--- config.mk ---
export PLATFORM = sky130hd
export DESIGN_NAME = ahb_lite_master
export DESIGN_NICKNAME = d
export VERILOG_FILES = /design/src/rtl/ahb_lite_master.sv
export SDC_FILE = /design/constraint.sdc
export NUM_CORES = 1
export LEC_CHECK = 0
export BUFFER_PORTS_ARGS = -buffer_cell sky130_fd_sc_hd__buf_4
export CORE_MARGIN = 2
export CORE_UTILIZATION = 53
export CTS_CLUSTER_SIZE = 40
export DETAILED_ROUTE_END_ITERATION = 10
export GPL_ROUTABILITY_DRIVEN = 0
export PLACE_DENSITY_LB_ADDON = 0.15
export SLEW_MARGIN = 40
export SYNTH_ARGS = -nofsm -noshare
export SYNTH_HDL_FRONTEND = slang
export SYNTH_SLANG_ARGS = --single-unit
--- constraint.sdc ---
create_clock -name hclk -period 2.75 [get_ports hclk]
set_input_delay 0.4125 -clock hclk [delete_from_list [all_inputs] [get_ports hclk]]
set_output_delay 0.4125 -clock hclk [all_outputs]
set_load 0.03 [all_outputs]
--- src/rtl/ahb_lite_master.sv ---
// AHB-lite initiator: turns a single-beat valid/ready command stream into
// pipelined NONSEQ transfers, with one response per transfer and a stall watchdog.
module ahb_lite_master #(
  parameter int ADDR_W  = 8,
  parameter int DATA_W  = 32,
  parameter int TIMEOUT = 16
) (
  input  logic              hclk,
  input  logic              hreset,
  input  logic              cmd_valid,
  output logic              cmd_ready,
  input  logic              cmd_write,
  input  logic [ADDR_W-1:0] cmd_addr,
  input  logic [DATA_W-1:0] cmd_wdata,
  output logic [1:0]        htrans,
  output logic              hwrite,
  output logic [ADDR_W-1:0] haddr,
  output logic [DATA_W-1:0] hwdata,
  input  logic              hready,
  input  logic [DATA_W-1:0] hrdata,
  output logic              rsp_valid,
  output logic              rsp_write,
  output logic [DATA_W-1:0] rsp_rdata,
  output logic              busy,
  output logic              timeout_err
);

  localparam logic [1:0] HTRANS_IDLE   = 2'b00;
  localparam logic [1:0] HTRANS_NONSEQ = 2'b10;
  localparam int         CNT_W         = (TIMEOUT > 0) ? $clog2(TIMEOUT + 1) : 1;
  localparam logic [CNT_W-1:0] CNT_MAX = CNT_W'(TIMEOUT);
  localparam bit         TIMEOUT_EN    = (TIMEOUT > 0);

  // Address-phase registers (driven straight onto the bus)
  logic [1:0]        r_htrans;
  logic              r_hwrite;
  logic [ADDR_W-1:0] r_haddr;
  logic [DATA_W-1:0] r_ap_wdata;

  // Data-phase registers
  logic              r_dp_valid;
  logic              r_dp_write;
  logic [DATA_W-1:0] r_hwdata;

  // Response and watchdog registers
  logic              r_rsp_valid;
  logic              r_rsp_write;
  logic [DATA_W-1:0] r_rsp_rdata;
  logic [CNT_W-1:0]  r_stall_cnt;
  logic              r_timeout_err;

  logic              w_busy;
  logic              w_ap_active;
  logic [CNT_W-1:0]  w_cnt_next;
  logic              w_timeout_hit;

  assign w_ap_active = (r_htrans == HTRANS_NONSEQ);
  assign w_busy      = r_dp_valid | (r_htrans != HTRANS_IDLE);

  // Counter only runs while something is outstanding and the slave holds hready low
  always_comb begin
    w_cnt_next = r_stall_cnt;
    if (hready || !w_busy) begin
      w_cnt_next = '0;
    end else if (r_stall_cnt != CNT_MAX) begin
      w_cnt_next = r_stall_cnt + 1'b1;
    end
  end

  assign w_timeout_hit = TIMEOUT_EN && (w_cnt_next == CNT_MAX);

  always_ff @(posedge hclk) begin
    if (hreset) begin
      r_htrans   <= HTRANS_IDLE;
      r_hwrite   <= 1'b0;
      r_haddr    <= '0;
      r_ap_wdata <= '0;
      r_dp_valid <= 1'b0;
      r_dp_write <= 1'b0;
      r_hwdata   <= '0;
    end else if (hready) begin
      r_dp_valid <= w_ap_active;
      r_dp_write <= r_hwrite;
      if (w_ap_active) begin
        r_hwdata <= r_ap_wdata;
      end
      if (cmd_valid) begin
        r_htrans   <= HTRANS_NONSEQ;
        r_haddr    <= cmd_addr;
        r_hwrite   <= cmd_write;
        r_ap_wdata <= cmd_wdata;
      end else begin
        r_htrans <= HTRANS_IDLE;
      end
    end
  end

  // Response fields keep their last value between pulses
  always_ff @(posedge hclk) begin
    if (hreset) begin
      r_rsp_valid <= 1'b0;
      r_rsp_write <= 1'b0;
      r_rsp_rdata <= '0;
    end else begin
      r_rsp_valid <= hready & r_dp_valid;
      if (hready && r_dp_valid) begin
        r_rsp_write <= r_dp_write;
        r_rsp_rdata <= r_dp_write ? '0 : hrdata;
      end
    end
  end

  always_ff @(posedge hclk) begin
    if (hreset) begin
      r_stall_cnt   <= '0;
      r_timeout_err <= 1'b0;
    end else begin
      r_stall_cnt <= w_cnt_next;
      if (w_timeout_hit) begin
        r_timeout_err <= 1'b1;
      end
    end
  end

  assign cmd_ready   = hready & ~hreset;
  assign htrans      = r_htrans;
  assign hwrite      = r_hwrite;
  assign haddr       = r_haddr;
  assign hwdata      = r_hwdata;
  assign rsp_valid   = r_rsp_valid;
  assign rsp_write   = r_rsp_write;
  assign rsp_rdata   = r_rsp_rdata;
  assign busy        = w_busy;
  assign timeout_err = r_timeout_err;

endmodule

**Word-level counts from Yosys, hierarchy flattened**

Index checks and enable logic that the tools add are counted.

- Register bits: 117
- Output and inout bits: 80
- Logic and storage cells: 30

- Add/subtract/negate cells: 1
- Equality and inequality tests: 3
- Mux-type cells: 4
- Bitwise operators: 4
- Reduce and logical (&&, ||, !) cells: 6

Operator list:

| operator | count |
|---|---|
| 32-bit 2-to-1 mux | 1 |
| 5-bit 2-to-1 mux | 2 |
| 5-bit by 1-bit adder with 5-bit output (second input constant) | 1 |
| 5-bit == test (second input constant) | 1 |
| 5-bit inequality test (second input constant) | 1 |
| 2-bit AND reduction | 2 |
| 1-bit bitwise AND | 2 |
| 2-bit == test (second input constant) | 1 |
| 2-bit 2-to-1 mux | 1 |
| 2-bit nonzero test | 1 |
| 1-bit logical AND | 1 |
| 1-bit logical NOT | 1 |
| 1-bit logical OR | 1 |
| 1-bit inverter | 1 |
| 1-bit bitwise OR | 1 |

**Depth between registers and ports, before layout**

- Depth in word-level cells: 6
- Gate-level depth with buffers: 7

**Least setup slack after synthesis**

No wires, ideal clock.

- Path kind: in2out
- Start: input hready
- End: output cmd_ready
- Data arrival time: 1.012 ns
- Required time: 2.338 ns
- Setup slack: 1.325 ns
- Stages on the path: 2
- Path buffers: 1
- Cell sequence: buf_6 > nor2b_1

- Longest elaborated chain between the ends: 1

Ends and longest elaborated chain:

| what | RTL line | source |
|---|---|---|
| start, declared | 19 | `input logic hready,` |
| 1-bit bitwise AND | 125 | `assign cmd_ready = hready & ~hreset;` |
| end, declared | 11 | `output logic cmd_ready,` |

Every way passes these cells.

**Worst setup path in the final report**

- Start: register r_dp_valid
- End: output busy

- Longest elaborated chain between the ends: 1

Ends and longest elaborated chain:

| what | RTL line | source |
|---|---|---|
| start, declared | 41 | `logic r_dp_valid;` |
| start signal, assigned | 82 | `r_dp_valid <= w_ap_active;` |
| 1-bit bitwise OR | 58 | `assign w_busy = r_dp_valid \| (r_htrans != HTRANS_IDLE);` |
| end, declared | 24 | `output logic busy,` |

Every way passes these cells.

==> impl_metrics.csv <==
group,metric,value,unit
worst_setup_path,startpoint_type,"flop",
timing,setup_tns,0,ps
yosys,yosys.cell_types.count,30,
global_route,grt_pass1_vias,3770,
timing,slew_headroom,56.46,%
hold_path,whs_path_depth,3,
final_layout,drive_above_1_share,29.36,%
worst_setup_path,r2r_slack,1180,ps
timing,worstMarginPinSlew,653.1,ps
timing,timing.final.hold_violations,0,
power,power.density,684.5,mW/mm^2
detailed_routing,drt_wl_total,10490,um
global_route,grt_pass1_wl,17340,um
final_layout,final_cell_mix,"buf_4, nand2_1, dfxtp_1",
clock_network,cts.sinks,116,
yosys,netlist_instances,521,
yosys,synth_fp_nets,600,
worst_setup_path,ff2ff_path_depth,5,
floorplan,row_count,32,
detailed_routing,vias,3856,
clock_network,htreeDepth,4,
detailed_routing,drtIter0Drc,171,
yosys,synth-seq-cells,116,
yosys,ys_seq_area_share,54.25,%
timing,grt_setup_unrepaired,"no",
floorplan,ios,157,
worst_setup_path,timing.rr.end,"timeout_err$_SDFFE_PP0N_",
status,status,"finished, final reports clean",
clock_network,cts-buffers-inserted,17,
detailed_routing,drtAntennaViolNets,0,
yosys,syn_area,0.004280,sq mm
power,power_leakage,2.510,nW
power,power.ir.vdd_worst,0.4619,mV
worst_setup_path,regToRegStartpoint,"r_stall_cnt[0]$_SDFF_PP0_",
final_layout,nFillCells,576,
worst_setup_path,cp_slowest_cell,"dfxtp_1",
global_route,grt_max_degree,66,
worst_setup_path,path_buf_inv,2,
yosys,synth_top_family_by_area,"simple AND/OR/NAND/NOR gates",
global_route,grtUsageTotal,24.90,%
yosys,muxShareOfSynthArea,0.4677,%
floorplan,start_util,55.11,%
floorplan,die_h,93.87,um
worst_setup_path,critPathTopFamily,"flip-flops",
detailed_routing,wl_per_cell,13.57,um
floorplan,die_area,0.008811,sq mm
final_layout,finalNonFillerCells,773,
timing,fmax,540.9,MHz
final_layout,layout.nets,737,
clock_network,root_buffer,"clkbuf_8",
yosys,avgSynthCellArea,8.216,sq um
detailed_routing,vias_per_cell,4.988,
flow_run,max-cap-violations,0,
detailed_routing,post-route-drc-count,0,
clock_network,clock_path_buffers,2,
clock_network,ctsResizeCount,0,
global_route,grt_overflow,0,
worst_setup_path,critPathRequiredTime,2340,ps
yosys,synth-xor-area-share,1.023,%
worst_setup_path,cp_max_fo,5,
final_layout,diodes,0,
power,p_total,4.102,mW
timing,slew_violations,0,
global_route,antenna_found_initial,0,
yosys,synth_warnings,0,
yosys,synthAdderAreaFrac,0.5846,%
worst_setup_path,path_class,"reg2out",
clock_network,worst_skew_pair.late_latency,510,ps
timing,post-route-period-util,67.23,%
placed_design,place_hpwl,6738,um
detailed_routing,dr.pass1.iters,4,
yosys,synthSimpleGateAreaFrac,24.99,%
timing,worst_clock_skew,8.685,ps
worst_setup_path,crit_chain,"nor2_1, inv_1, buf_4",
final_layout,area_growth,40.02,%
placed_design,pre_cts_ws,1001,ps
hold_path,min_to,"r_ap_wdata[5]$_SDFFE_PP0P_",
placed_design,io_buffers,155,
placed_design,dp.cells,741,
timing,finalCriticalPeriod,1849,ps
hold_path,hold_start,"cmd_wdata[5]",
clock_network,clkTransAtPathRegs,60,ps
clock_network,cts_hold_buf,0,
worst_setup_path,arrival,1440,ps
floorplan,die_width,93.87,um
floorplan,fp.coreArea,0.007767,sq mm
final_layout,final_common_cell,"buf_4",
clock_network,tritoncts,"built",
timing,setup_ws,901.2,ps
worst_setup_path,endpoint_kind,"output port",
timing,setup_viol,0,
clock_network,postCtsSetupBuffers,0,
yosys,synth_compound_area_share,13.48,%
worst_setup_path,slowest_delay,370,ps
hold_path,hold_class,"in2reg",
==> worst max path at each step <==
stage | start | end | slack (ps) | cells past startpoint
final | r_dp_valid$_SDFFE_PP0P_ | busy | 900 | 3
after global routing | r_dp_valid$_SDFFE_PP0P_ | busy | 810 | 3
after CTS | r_dp_valid$_SDFFE_PP0P_ | busy | 870 | 3
after detailed placement | hready | r_ap_wdata[28]$_SDFFE_PP0P_ | 1000 | 5
after global placement | hready | rsp_rdata[7]$_SDFFE_PP0P_ | 920 | 5
after floorplan | hready | cmd_ready | 1330 | 2
==> synth_stat cells (all sizes together) <==
master	n	area, sq um
a21oi	108	540.5
a31oi	1	6.260
a32oi	1	8.760
and2	3	18.77
and2b	1	7.510
and4bb	1	12.51
buf	21	121.4
clkbuf	22	82.58
conb	1	3.750
dfxtp	116	2322
ha	2	25.02
inv	4	15.01
mux2i	2	20.02
nand2	150	563.0
nand2b	3	18.77
nand3	3	15.01
nor2	37	138.9
nor2b	2	12.51
nor3	2	10.01
nor3b	32	240.2
nor4	1	21.27
o21ai	1	5.000
o41ai	1	16.27
or3	1	11.26
xnor2	2	17.52
xor2	3	26.28
==> per-layer routing <==
metal	vias up	share of wire, %	track usage (%)
met4	0	1.3	7.246
met5	-	0	0
met3	15	7.5	9.390
li1	1980	-	-
met2	120	49	41.13
met1	1741	42	30.29
==> power breakdown <==
part	total (mW)	leakage (nW)	internal [mW]	switching [mW]
combinational	0.285	1.30	0.130	0.155
clock	2.08	0.274	1.29	0.784
sequential	1.74	0.940	1.72	0.0211
==> logic make-up (layout without fill, tap and decap cells) <==
group	after synthesis	after routing
and+or+nand+nor	236	236
AOI/OAI and AO/OA	112	112
buffers and inverters	47	197
DFF	116	116
adders and majority gates	2	2
other	1	1
muxes	2	2
xor gates and xnor gates	5	5
==> worst reg2reg max path: stages, from the launching register on <==
cell and delay (ps):
dfxtp_1 320, inv_1 140, ha_1 190, and4bb_1 420
nor4_4 90, o41ai_2 320
==> metrics by stage <==
step,cell area [sq um],hold slack (ps),utilization (%)
finish,5993,148.4,77.16
CTS,5993,132.4,77.16
detailed placement,5420,442.3,69.78
global route,5993,133.4,77.16
global placement,5415,435.3,69.72
floorplan,4280,432.2,-
==> sequential cells by signal, indices dropped and copies added, names as in the netlist <==
register / cells
haddr: 8
rsp_rdata: 32
rsp_valid: 1
r_ap_wdata: 32
rsp_write: 1
r_dp_write: 1
hwrite: 1
r_dp_valid: 1
htrans: 1
hwdata: 32
timeout_err: 1
r_stall_cnt: 5
==> area by class of cell <==
cell class	count	area, sq um	share of cell area (%)
repair buffers	161	1209	20.17
multi-input cells	358	1747	29.14
well taps	102	127.6	2.129
inverters	4	15.01	0.2505
flip-flops and latches	116	2322	38.75
clock buffers	17	414.1	6.910
clock inverters	15	158.9	2.651
Note: power is estimated with default switching activity, not from simulation.
